==> src/rtl/mul_cpu_control_pkg.sv <==
// Shared encodings for the MulCPU control path: opcodes, FSM states, ALU functions and
// datapath mux selects, plus opcode classification helpers used by the FSM and decoder.
package mul_cpu_control_pkg;

   // Opcode field of the instruction register
   localparam logic [5:0] OpAdd   = 6'b000000;
   localparam logic [5:0] OpSub   = 6'b000001;
   localparam logic [5:0] OpAddi  = 6'b000010;
   localparam logic [5:0] OpOr    = 6'b010000;
   localparam logic [5:0] OpAnd   = 6'b010001;
   localparam logic [5:0] OpOri   = 6'b010010;
   localparam logic [5:0] OpSll   = 6'b011000;
   localparam logic [5:0] OpSlt   = 6'b100110;
   localparam logic [5:0] OpSltiu = 6'b100111;
   localparam logic [5:0] OpSw    = 6'b110000;
   localparam logic [5:0] OpLw    = 6'b110001;
   localparam logic [5:0] OpBeq   = 6'b110100;
   localparam logic [5:0] OpJ     = 6'b111000;
   localparam logic [5:0] OpJr    = 6'b111001;
   localparam logic [5:0] OpJal   = 6'b111010;
   localparam logic [5:0] OpHalt  = 6'b111111;

   typedef enum logic [2:0] {
      StIf    = 3'b000,
      StId    = 3'b001,
      StExeLs = 3'b010,
      StMem   = 3'b011,
      StWbLd  = 3'b100,
      StExeBr = 3'b101,
      StExeAl = 3'b110,
      StWbAl  = 3'b111
   } state_e;

   // ALU function select
   localparam logic [2:0] AluAdd = 3'b000;
   localparam logic [2:0] AluSub = 3'b001;
   localparam logic [2:0] AluSlt = 3'b010;
   localparam logic [2:0] AluSrl = 3'b011;
   localparam logic [2:0] AluSll = 3'b100;
   localparam logic [2:0] AluOr  = 3'b101;
   localparam logic [2:0] AluAnd = 3'b110;
   localparam logic [2:0] AluXor = 3'b111;

   // Write register select
   localparam logic [1:0] RegDstRa = 2'b00;
   localparam logic [1:0] RegDstRt = 2'b01;
   localparam logic [1:0] RegDstRd = 2'b10;

   // Next PC select
   localparam logic [1:0] PcSrcSeq    = 2'b00;
   localparam logic [1:0] PcSrcBranch = 2'b01;
   localparam logic [1:0] PcSrcReg    = 2'b10;
   localparam logic [1:0] PcSrcJump   = 2'b11;

   function automatic logic is_rtype(input logic [5:0] op);
      return (op == OpAdd) || (op == OpSub) || (op == OpOr) || (op == OpAnd) ||
             (op == OpSll) || (op == OpSlt);
   endfunction

   function automatic logic is_itype_alu(input logic [5:0] op);
      return (op == OpAddi) || (op == OpOri) || (op == OpSltiu);
   endfunction

   function automatic logic is_alu_op(input logic [5:0] op);
      return is_rtype(op) || is_itype_alu(op);
   endfunction

   function automatic logic is_mem_op(input logic [5:0] op);
      return (op == OpLw) || (op == OpSw);
   endfunction

   function automatic logic is_jump(input logic [5:0] op);
      return (op == OpJ) || (op == OpJr) || (op == OpJal);
   endfunction

   // Anything not recognised here retires in sID as a nop
   function automatic logic is_defined(input logic [5:0] op);
      return is_alu_op(op) || is_mem_op(op) || is_jump(op) || (op == OpBeq) ||
             (op == OpHalt);
   endfunction

endpackage

==> src/rtl/mul_cpu_control_alu_decode.sv <==
// Opcode to ALU configuration: function select, B-operand source and immediate extension.
// Purely combinational; the FSM decides in which states these values are driven.
module mul_cpu_control_alu_decode
   import mul_cpu_control_pkg::*;
(
   input  logic [5:0] op,
   output logic [2:0] ALUOp,
   output logic       ALUSrcB,
   output logic       ExtSel
);

   always_comb begin
      ALUOp = AluAdd;
      case (op)
         OpAdd, OpAddi, OpLw, OpSw: ALUOp = AluAdd;
         OpSub, OpBeq:              ALUOp = AluSub;
         OpSlt, OpSltiu:            ALUOp = AluSlt;
         OpSll:                     ALUOp = AluSll;
         OpOr, OpOri:               ALUOp = AluOr;
         OpAnd:                     ALUOp = AluAnd;
         default:                   ALUOp = AluAdd;
      endcase
   end

   always_comb begin
      ALUSrcB = 1'b0;
      case (op)
         OpAddi, OpOri, OpSltiu, OpLw, OpSw: ALUSrcB = 1'b1;
         default:                            ALUSrcB = 1'b0;
      endcase
   end

   // Logical immediates and the unsigned compare take a zero-extended operand
   assign ExtSel = !((op == OpOri) || (op == OpSltiu));

endmodule

==> src/rtl/mul_cpu_control.sv <==
// Multi-cycle MulCPU control unit: state register stepping IF/ID/EXE/MEM/WB and the
// combinational datapath enables derived from (state, op, zero).
module mul_cpu_control
   import mul_cpu_control_pkg::*;
(
   input  logic       CLK,
   input  logic       RST,
   input  logic [5:0] op,
   input  logic       zero,
   output logic [2:0] state,
   output logic       PCWre,
   output logic       IRWre,
   output logic       InsMemRW,
   output logic       ALUSrcB,
   output logic [2:0] ALUOp,
   output logic       ExtSel,
   output logic       RegWre,
   output logic [1:0] RegDst,
   output logic       WrRegData,
   output logic       DBDataSrc,
   output logic       mRD,
   output logic       mWR,
   output logic [1:0] PCSrc
);

   state_e     state_q, state_d;
   logic [2:0] dec_aluop;
   logic       dec_srcb;
   logic       dec_ext;

   mul_cpu_control_alu_decode u_alu_decode (
      .op      (op),
      .ALUOp   (dec_aluop),
      .ALUSrcB (dec_srcb),
      .ExtSel  (dec_ext)
   );

   always_ff @(posedge CLK or posedge RST) begin
      if (RST) begin
         state_q <= StIf;
      end else begin
         state_q <= state_d;
      end
   end

   always_comb begin
      state_d = state_q;
      unique case (state_q)
         StIf: state_d = StId;
         StId: begin
            if (is_alu_op(op)) begin
               state_d = StExeAl;
            end else if (is_mem_op(op)) begin
               state_d = StExeLs;
            end else if (op == OpBeq) begin
               state_d = StExeBr;
            end else if (op == OpHalt) begin
               state_d = StId;
            end else begin
               state_d = StIf;
            end
         end
         StExeAl: state_d = StWbAl;
         StWbAl:  state_d = StIf;
         StExeLs: state_d = StMem;
         StMem:   state_d = (op == OpLw) ? StWbLd : StIf;
         StWbLd:  state_d = StIf;
         StExeBr: state_d = StIf;
         default: state_d = StIf;
      endcase
   end

   assign state = state_q;

   // sIF drives only the fetch enables; op is still loading and must not leak through
   always_comb begin
      PCWre     = 1'b0;
      IRWre     = 1'b0;
      InsMemRW  = 1'b0;
      ALUSrcB   = 1'b0;
      ALUOp     = AluAdd;
      ExtSel    = 1'b0;
      RegWre    = 1'b0;
      RegDst    = RegDstRa;
      WrRegData = 1'b0;
      DBDataSrc = 1'b0;
      mRD       = 1'b0;
      mWR       = 1'b0;
      PCSrc     = PcSrcSeq;

      if (state_q == StIf) begin
         IRWre    = 1'b1;
         InsMemRW = 1'b1;
      end else begin
         ALUSrcB   = dec_srcb;
         ALUOp     = dec_aluop;
         ExtSel    = dec_ext;
         WrRegData = (op != OpJal);
         if (is_rtype(op)) begin
            RegDst = RegDstRd;
         end else if (is_itype_alu(op) || (op == OpLw)) begin
            RegDst = RegDstRt;
         end else begin
            RegDst = RegDstRa;
         end

         unique case (state_q)
            StId: begin
               if (is_jump(op) || !is_defined(op)) begin
                  PCWre = 1'b1;
               end
               if ((op == OpJ) || (op == OpJal)) begin
                  PCSrc = PcSrcJump;
               end else if (op == OpJr) begin
                  PCSrc = PcSrcReg;
               end
               RegWre = (op == OpJal);
            end
            StExeBr: begin
               PCWre = 1'b1;
               PCSrc = zero ? PcSrcBranch : PcSrcSeq;
            end
            StMem: begin
               mRD   = (op == OpLw);
               mWR   = (op == OpSw);
               PCWre = (op == OpSw);
            end
            StWbLd: begin
               DBDataSrc = 1'b1;
               RegWre    = 1'b1;
               PCWre     = 1'b1;
            end
            StWbAl: begin
               RegWre = 1'b1;
               PCWre  = 1'b1;
            end
            default: ;
         endcase
      end
   end

endmodule

==> config.mk <==
export PLATFORM = sky130hd
export DESIGN_NAME = mul_cpu_control
export DESIGN_NICKNAME = d
export VERILOG_FILES = /design/src/rtl/mul_cpu_control_pkg.sv /design/src/rtl/mul_cpu_control_alu_decode.sv /design/src/rtl/mul_cpu_control.sv
export SDC_FILE = /design/constraint.sdc
export NUM_CORES = 1
export LEC_CHECK = 0
export CAP_MARGIN = 20
export CORE_UTILIZATION = 45
export CTS_BUF_LIST = sky130_fd_sc_hd__clkbuf_4 sky130_fd_sc_hd__clkbuf_8
export DETAILED_ROUTE_END_ITERATION = 16
export PLACE_DENSITY = 0.86
export REMOVE_ABC_BUFFERS = 1
export SLEW_MARGIN = 20
export SYNTH_ARGS = -nofsm -noshare
export SYNTH_HDL_FRONTEND = slang
export SYNTH_SLANG_ARGS = --single-unit
==> constraint.sdc <==
create_clock -name CLK -period 3.8 [get_ports CLK]
set_input_delay 0.57 -clock CLK [delete_from_list [all_inputs] [get_ports CLK]]
set_output_delay 0.57 -clock CLK [all_outputs]
set_load 0.01 [all_outputs]
* Word level (Yosys, flattened, before mapping)
Cells that the tools add are included.
** Word-level totals
- Register bits after elaboration :: 3
- Input port bits :: 9
- Word-level logic and storage cells :: 85
** Operators by class
- Eq/ne operators :: 23
- Mux-type cells :: 32
- Reduce and logical (&&, ||, !) cells :: 29
** Operator list (number)
- $eq 6x6->1 const B :: 9
- $eq 6x5->1 const B :: 4
- $logic_or 1x1->1 :: 19
- $pmux 3 s6 :: 1
- $mux 1 :: 17
- $mux 3 :: 5
- $pmux 3 s5 :: 1
- $eq 3x3->1 const B :: 4
- $mux 2 :: 5
- $reduce_or 2->1 :: 4
- $eq 3x2->1 const B :: 2
- $eq 6x1->1 const B :: 1
- $eq 6x2->1 const B :: 1
- $logic_not 6->1 :: 1
- $ne 6x6->1 const B :: 1
- $reduce_or 5->1 :: 1
- $pmux 2 s2 :: 1
- $eq 3x1->1 const B :: 1
- $logic_not 3->1 :: 1
- $pmux 1 s3 :: 1
- $reduce_or 3->1 :: 1
- $logic_not 1->1 :: 2
- $pmux 1 s2 :: 1

* Longest topological paths before layout
Gate-level depths: netlist of run 1.
- Word-level depth :: 16
- Depth in mapped cells :: 5
- Gate-level depth less buffers :: 4

* Hierarchy
From an unflattened synthesis of run 1, not the netlist that was laid out.
** Unflattened totals
- Cells, all modules :: 100
- Area total of the unflattened synthesis :: 755.7 um^2
** Modules (own cells, without submodules)
- mul_cpu_control :: times used 1, cells each 79, area an instance 601.8 um^2
- mul_cpu_control_alu_decode :: times used 1, cells each 21, area an instance 153.9 um^2

* Least setup slack after synthesis of run 1
Ideal clock, no wire load.
- Path kind :: input-to-output
- From :: input port op[4]
- To :: output port PCWre
- Arrival :: 1505 ps
- Required time :: 3230 ps
- Path slack :: 1725 ps
- Cell stages on the path :: 5
- Path buffers :: 1
- Cells stage by stage :: buf_2 and3b_1 nand2_1 nor3b_1 a221o_1
** Between the ends
- Longest elaborated chain between the ends :: 16
- Elaborated cells on any way between the ends :: 36
- Classes of those cells :: eq/ne: 15; mux: 3; reduce/logical: 18
** RTL lines
- from (decl) :: line mul_cpu_control.sv:8 : input logic [5:0] op,
- $eq 6x1->1 / $logic_not 6->1 (equally long branches) :: line mul_cpu_control_pkg.sv:56 : return (op == OpAdd) || (op == OpSub) || (op == OpOr) || (op == OpAnd) ||
- $logic_or 1x1->1 (4 in series) :: line mul_cpu_control_pkg.sv:56
- $logic_or 1x1->1 :: line mul_cpu_control_pkg.sv:57 : (op == OpSll) || (op == OpSlt);
- $logic_or 1x1->1 :: line mul_cpu_control_pkg.sv:65 : return is_rtype(op) || is_itype_alu(op);
- $logic_or 1x1->1 (4 in series) :: line mul_cpu_control_pkg.sv:78 : return is_alu_op(op) || is_mem_op(op) || is_jump(op) || (op == OpBeq) ||
- $logic_not 1->1 :: line mul_cpu_control.sv:109 : if (is_jump(op) || !is_defined(op)) begin
- $logic_or 1x1->1 :: line mul_cpu_control.sv:109
- $mux 1 :: line mul_cpu_control.sv:109
- $pmux 1 s3 (*) :: line mul_cpu_control.sv:107 : unique case (state_q)
- $mux 1 (*) :: line mul_cpu_control.sv:91 : if (state_q == StIf) begin
- to (decl) :: line mul_cpu_control.sv:11 : output logic PCWre,
Mark *: on every way between the ends. The rest lies on a longest branch, timed or not.

* Worst setup path after layout of run 1
- From :: input port op[1]
- To :: output port PCWre
The elaborated chain is that of the path after synthesis.

==> results.json, run 1 <==
{
  "slew_viol_final": 0,
  "grt.total_usage_pct": 27.9,
  "synth_top_area_share_pct": 11.9,
  "drtIter0Drc": 17,
  "globalplace.congestion": 0.832,
  "critPathKind": "input port to output port",
  "multi_input_area_um2": 480,
  "place_hpwl_um": 1370,
  "initial_core_util_pct": 48.4,
  "gr-total-overflow": 0,
  "cts_sinks": 3,
  "io_buffer_count": 28,
  "fp.dieW_um": 39.4,
  "cpPeakStageDelay_ps": 780,
  "dp.cells": 130,
  "leakage_nw": 0.342,
  "wl_per_cell_um": 14.0,
  "syn_avg_cell_area_um2": 6.49,
  "ys_seq_area_share_pct": 11.9,
  "crit_arrival_ps": 2750,
  "fp.dieH_um": 39.4,
  "antenna_cells": 0,
  "worstSetupStartpointType": "input port",
  "synth_ff_type": "dfrtp_1",
  "crit_top_cell": "clkdlybuf4s50_1",
  "worst_pin_slew_ps": 497,
  "cap_violations": 0,
  "antenna_found_initial": 0,
  "critical_path_buf_inv_count": 2,
  "dr.pass1.iters": 4,
  "ant_nets": 0,
  "routed_via_density": 6.21,
  "tns_ps": 0,
  "drive_gt1_share_pct": 6.72,
  "synth_top_family_by_area": "simple AND/OR/NAND/NOR gates",
  "holdBufCountCts": 0,
  "maxSlewHeadroom_pct": 66.8,
  "grt_pass1_wl_um": 2960,
  "async_reset_ff_share_pct": 100,
  "grt_pass1_vias": 687,
  "max-vdd-ir-drop_v": 0.000211,
  "syn2layout_area_growth_pct": 44.1,
  "power_density_nw_per_um2": 470,
  "root_buffer": "clkbuf_4",
  "final-setup-viol-count": 0,
  "synth_xor_area_share_pct": 0,
  "cp_cell_sequence": "clkdlybuf4s50_1, or2_1, a21oi_1, nor3b_1, a221o_1, clkdlybuf4s50_1",
  "rows": 13,
  "largest_reg_flops": 3,
  "crit_slowest_cell": "clkdlybuf4s50_1",
  "post_cts_buffers": 0,
  "core_region_area_um2": 1300,
  "clockBufferDepth": 2,
  "synth-simple-area-share_pct": 46.7,
  "synth_area_um2": 629,
  "cts_resized": 0,
  "finalWirelength_um": 1880,
  "cp-end-kind": "output port",
  "cts_tree": "yes",
  "cts_buffers": 3,
  "path_max_fanout": 17,
  "hold_viol": 0,
  "syn_inst": 97,
  "rsz0062_at_grt": "no",
  "hold_path_class": "input port to async pin",
  "muxShareOfSynthArea_pct": 0,
  "layout_min_cycle_time_ps": 3320,
  "synth_edf_count": 0,
  "yosys_warnings": 0,
  "die_area_um2": 1550,
  "clk_latency_ps": 240,
  "fmax_ghz": 0.301,
  "cp_data_required_time_ps": 3230,
  "yosysMostFrequentCell": "nor2_1",
  "fin_nets": 129,
  "finClkSkew_ps": 1.49,
  "grt_max_degree": 20,
  "fillers": 146,
  "crit_family": "buffers and inverters",
  "path_clk_slew_ps": 40,
  "synth_compound_area_share_pct": 29.6,
  "vias": 832,
  "fin_cells": 134,
  "synth_fa_ha_area_share_pct": 0,
  "synth.ff_latch_count": 3,
  "synthTopCellsByArea": "dfrtp_1 12%, nor2_1 6.6%, nand2b_1 6.0%",
  "io_pins": 29,
  "synthTopCellsByCount": "11 x nor2_1, 8 x nand2_1, 6 x a21oi_1, 6 x nand2b_1, 6 x nand3_1",
  "timing.final.crit_share_pct": 87.3,
  "drc": 0,
  "htree_num_levels": 1,
  "ys_types": 39,
  "synth_area_leader_cell": "dfrtp_1",
  "ff_latch_area_um2": 75.1,
  "status": "finished clean"
}
per-stage QoR:
stage	instance area (um^2)	power, W	setup slack, ps	hold slack [ps]	util, %
2_1_floorplan	571	0.000204	1740	324	-
3_5_place_dp	877	0.000357	537	632	67.4
6_report	907	0.000426	482	501	69.7
3_3_place_gp	877	0.000354	564	627	67.4
4_1_cts	907	0.000427	525	501	69.7
5_1_grt	907	0.000459	382	512	69.7
kinds of logic after synthesis:
family	Yosys count
AO/OA/AOI/OAI	26
buffers and inverters	15
flip-flops	3
AND/OR/NAND/NOR	53
metal layers:
metal	wire length [um]	global-route usage, %
met4	33	15.5
met5	0	0
met3	148	1.70
met2	950	49.6
met1	744	32.7
cell type report:
class	instances	area share [%]
multi-input combinational	79	53.0
timing repair buffer	29	31.7
sequential	3	8.28
clock buffer	4	3.31
tap	15	2.07
inverter	4	1.66
cell usage in the layout, fill, tap and decap left out, types with 2 or more instances in the layout:
master / n
clkdlybuf4s50_1: 28
nor2_1: 11
nand2_1: 8
nand3_1: 6
a21oi_1: 6
nand2b_1: 6
nor3b_1: 4
nor3_1: 4
inv_1: 4
clkbuf_4: 4
nor2b_1: 3
dfrtp_1: 3
and3b_1: 2
or3_1: 2
o21ai_1: 2
or2_1: 2
a31oi_1: 2
o21ai_0: 2
worst register-to-register path, delay by kind of cell, from the launching register on:
| kind | cells | cell delay [ps] |
|---|---|---|
| AOI/OAI and AO/OA | 1 | 260 |
| DFF | 1 | 470 |
| and+or+nand+nor | 2 | 550 |
power by group:
| part | switching (W) | internal (W) | leakage, nW |
|---|---|---|---|
| Clock | 0.0000187 | 0.0000466 | 0.0184 |
| Sequential | 0.0000302 | 0.0000437 | 0.0388 |
| Combinational | 0.000132 | 0.000155 | 0.285 |
worst paths after layout:
path / slack, ps / endpoint / startpoint / cells past startpoint
setup reg to reg: 2420 / state[2]$_DFF_PP0_ / state[2]$_DFF_PP0_ / 3
min in group CLK: 630 / state[0]$_DFF_PP0_ / state[0]$_DFF_PP0_ / 1
setup / recovery: 480 / PCWre / op[1] / 6
hold / removal: 500 / state[1]$_DFF_PP0_ / RST / 2
hold reg to reg: 630 / state[0]$_DFF_PP0_ / state[0]$_DFF_PP0_ / 1
max in group asynchronous: 3170 / state[0]$_DFF_PP0_ / RST / 2
Note: power is estimated with default switching activity, not from simulation.
==> run 2: changes to the inputs <==
==> constraint.sdc (replaced) <==
create_clock -name CLK -period 3.8 [get_ports CLK]
set_input_delay 0.76 -clock CLK [delete_from_list [all_inputs] [get_ports CLK]]
set_output_delay 0.76 -clock CLK [all_outputs]
set_load 0.01 [all_outputs]
==> results.json, run 2 (synthesized netlist as in run 1, its figures left out) <==
{
  "syn2layout_area_growth_pct": 46.5,
  "cts_sinks": 3,
  "power_density_nw_per_um2": 464,
  "drc": 0,
  "vias": 820,
  "holdWs_ps": 637,
  "leakage_nw": 0.352,
  "wl_per_cell_um": 13.6,
  "maxSlewHeadroom_pct": 66.2,
  "worstSetupStartpointType": "input port",
  "core_region_area_um2": 1300,
  "status": "finished clean",
  "path_max_fanout": 11,
  "clockBufferDepth": 2,
  "dpl_cell_area_um2": 892,
  "grt_max_degree": 20,
  "antenna_cells": 0,
  "stdcell_area_um2": 922,
  "cp_data_required_time_ps": 3040,
  "routed.top_layer": "met4",
  "place_hpwl_um": 1370,
  "dr.pass1.iters": 5,
  "worst_pin_slew_ps": 504,
  "mostFrequentLayoutCells": "28 x clkdlybuf4s50_1, 11 x nor2_1, 8 x nand2_1",
  "cap_violations": 0,
  "fp.dieH_um": 39.4,
  "gr-total-overflow": 0,
  "cts_resized": 0,
  "ant_nets": 0,
  "finalWirelength_um": 1850,
  "io_buffer_count": 28,
  "layout_commonest_cell": "clkdlybuf4s50_1",
  "grt_pass1_vias": 684,
  "crit_arrival_ps": 2820,
  "largest_reg_flops": 3,
  "fin_nets": 131,
  "drive_gt1_share_pct": 8.26,
  "grt_pass1_wl_um": 2880,
  "fillers": 112,
  "tns_ps": 0,
  "die_area_um2": 1550,
  "layout_min_cycle_time_ps": 3580,
  "r2r_cells": 3,
  "fp.dieW_um": 39.4,
  "rsz0062_at_grt": "no",
  "routed-wl-met3_um": 100,
  "r2r_end": "state[1]$_DFF_PP0_",
  "finClkSkew_ps": 6.59,
  "fmax_ghz": 0.279,
  "slew_viol_final": 0,
  "timing.final.crit_share_pct": 94.2,
  "cts_buffers": 3,
  "rows": 13,
  "max-vdd-ir-drop_v": 0.000226,
  "critPathKind": "input port to output port",
  "antenna_found_initial": 0,
  "globalplace.congestion": 0.853,
  "r2r_start": "state[1]$_DFF_PP0_",
  "initial_core_util_pct": 48.4,
  "path_clk_slew_ps": 30,
  "drtIter0Drc": 21,
  "reg2reg_slack_ps": 2530,
  "root_buffer": "clkbuf_4",
  "io_pins": 29,
  "cts_tree": "yes",
  "final-setup-viol-count": 0,
  "grt.total_usage_pct": 27.5,
  "holdBufCountCts": 0,
  "cp-end-kind": "output port",
  "clk_latency_ps": 250,
  "routed_via_density": 6.03,
  "hp-start": "state[0]$_DFF_PP0_",
  "post_cts_buffers": 0,
  "hold_path_class": "flop to flop",
  "hold_viol": 0,
  "wl_met2_um": 932,
  "min_path_cells": 1,
  "drt-met1-wl_um": 789,
  "holdPathEnd": "state[0]$_DFF_PP0_",
  "htree_num_levels": 1
}
[run 2: cell count changes in the layout (fill, tap and decap cells not counted)]
cell   previous run  this run
buf_4             1         3
[run 2: metal layers]
layer | GRT usage [%] | up-vias
met5 | 0 | -
met4 | 12.1 | 0
met3 | 3.98 | 3
met2 | 51.2 | 35
met1 | 30.1 | 383
li1 | - | 399
[run 2: cell type report]
type	instances	area (um^2)	share of cell area [%]
Timing Repair Buffer	31	303	32.8
Tap cell	15	18.8	2.04
Sequential cell	3	75.1	8.14
Inverter	4	15.0	1.63
Multi-Input combinational cell	79	480	52.1
Clock buffer	4	30.0	3.26
[run 2: how the worst max path moves through the flow]
stage           from    end  slack (ps)  cells past startpoint
2_1_floorplan  op[0]  PCWre        1360                      4
3_3_place_gp   op[2]  PCWre         280                      6
3_5_place_dp   op[1]  PCWre         240                      6
4_1_cts        op[2]  PCWre         240                      6
5_1_grt        op[2]  PCWre         120                      6
6_report       op[2]  PCWre         220                      6
[run 2: metrics by stage]
step / util, % / power, W / worst slack [ps] / std cells
global route: 70.9 / 0.000460 / 123 / 136
floorplan: - / 0.000204 / 1360 / 86
detailed placement: 68.6 / 0.000357 / 240 / 132
global placement: 68.6 / 0.000357 / 276 / 132
finish: 70.9 / 0.000428 / 222 / 136
CTS: 70.9 / 0.000429 / 239 / 136
[run 2: power breakdown]
part           switching, W  total (W)  internal [W]
clock             0.0000202  0.0000669     0.0000467
sequential        0.0000308  0.0000745     0.0000437
combinational      0.000130   0.000286      0.000156
[run 2: critical path: stages]
cell and delay, ps:
clkdlybuf4s50_1 580, or2_1 380, a211oi_1 230, nor3b_1 100, a221o_1 290, clkdlybuf4s50_1 470
==> run 3: changes to the inputs <==
SLEW_MARGIN = 0   (was 20)
==> results of run 3 <==
The final DEF is identical to that of run 2; final timing and power are the same.
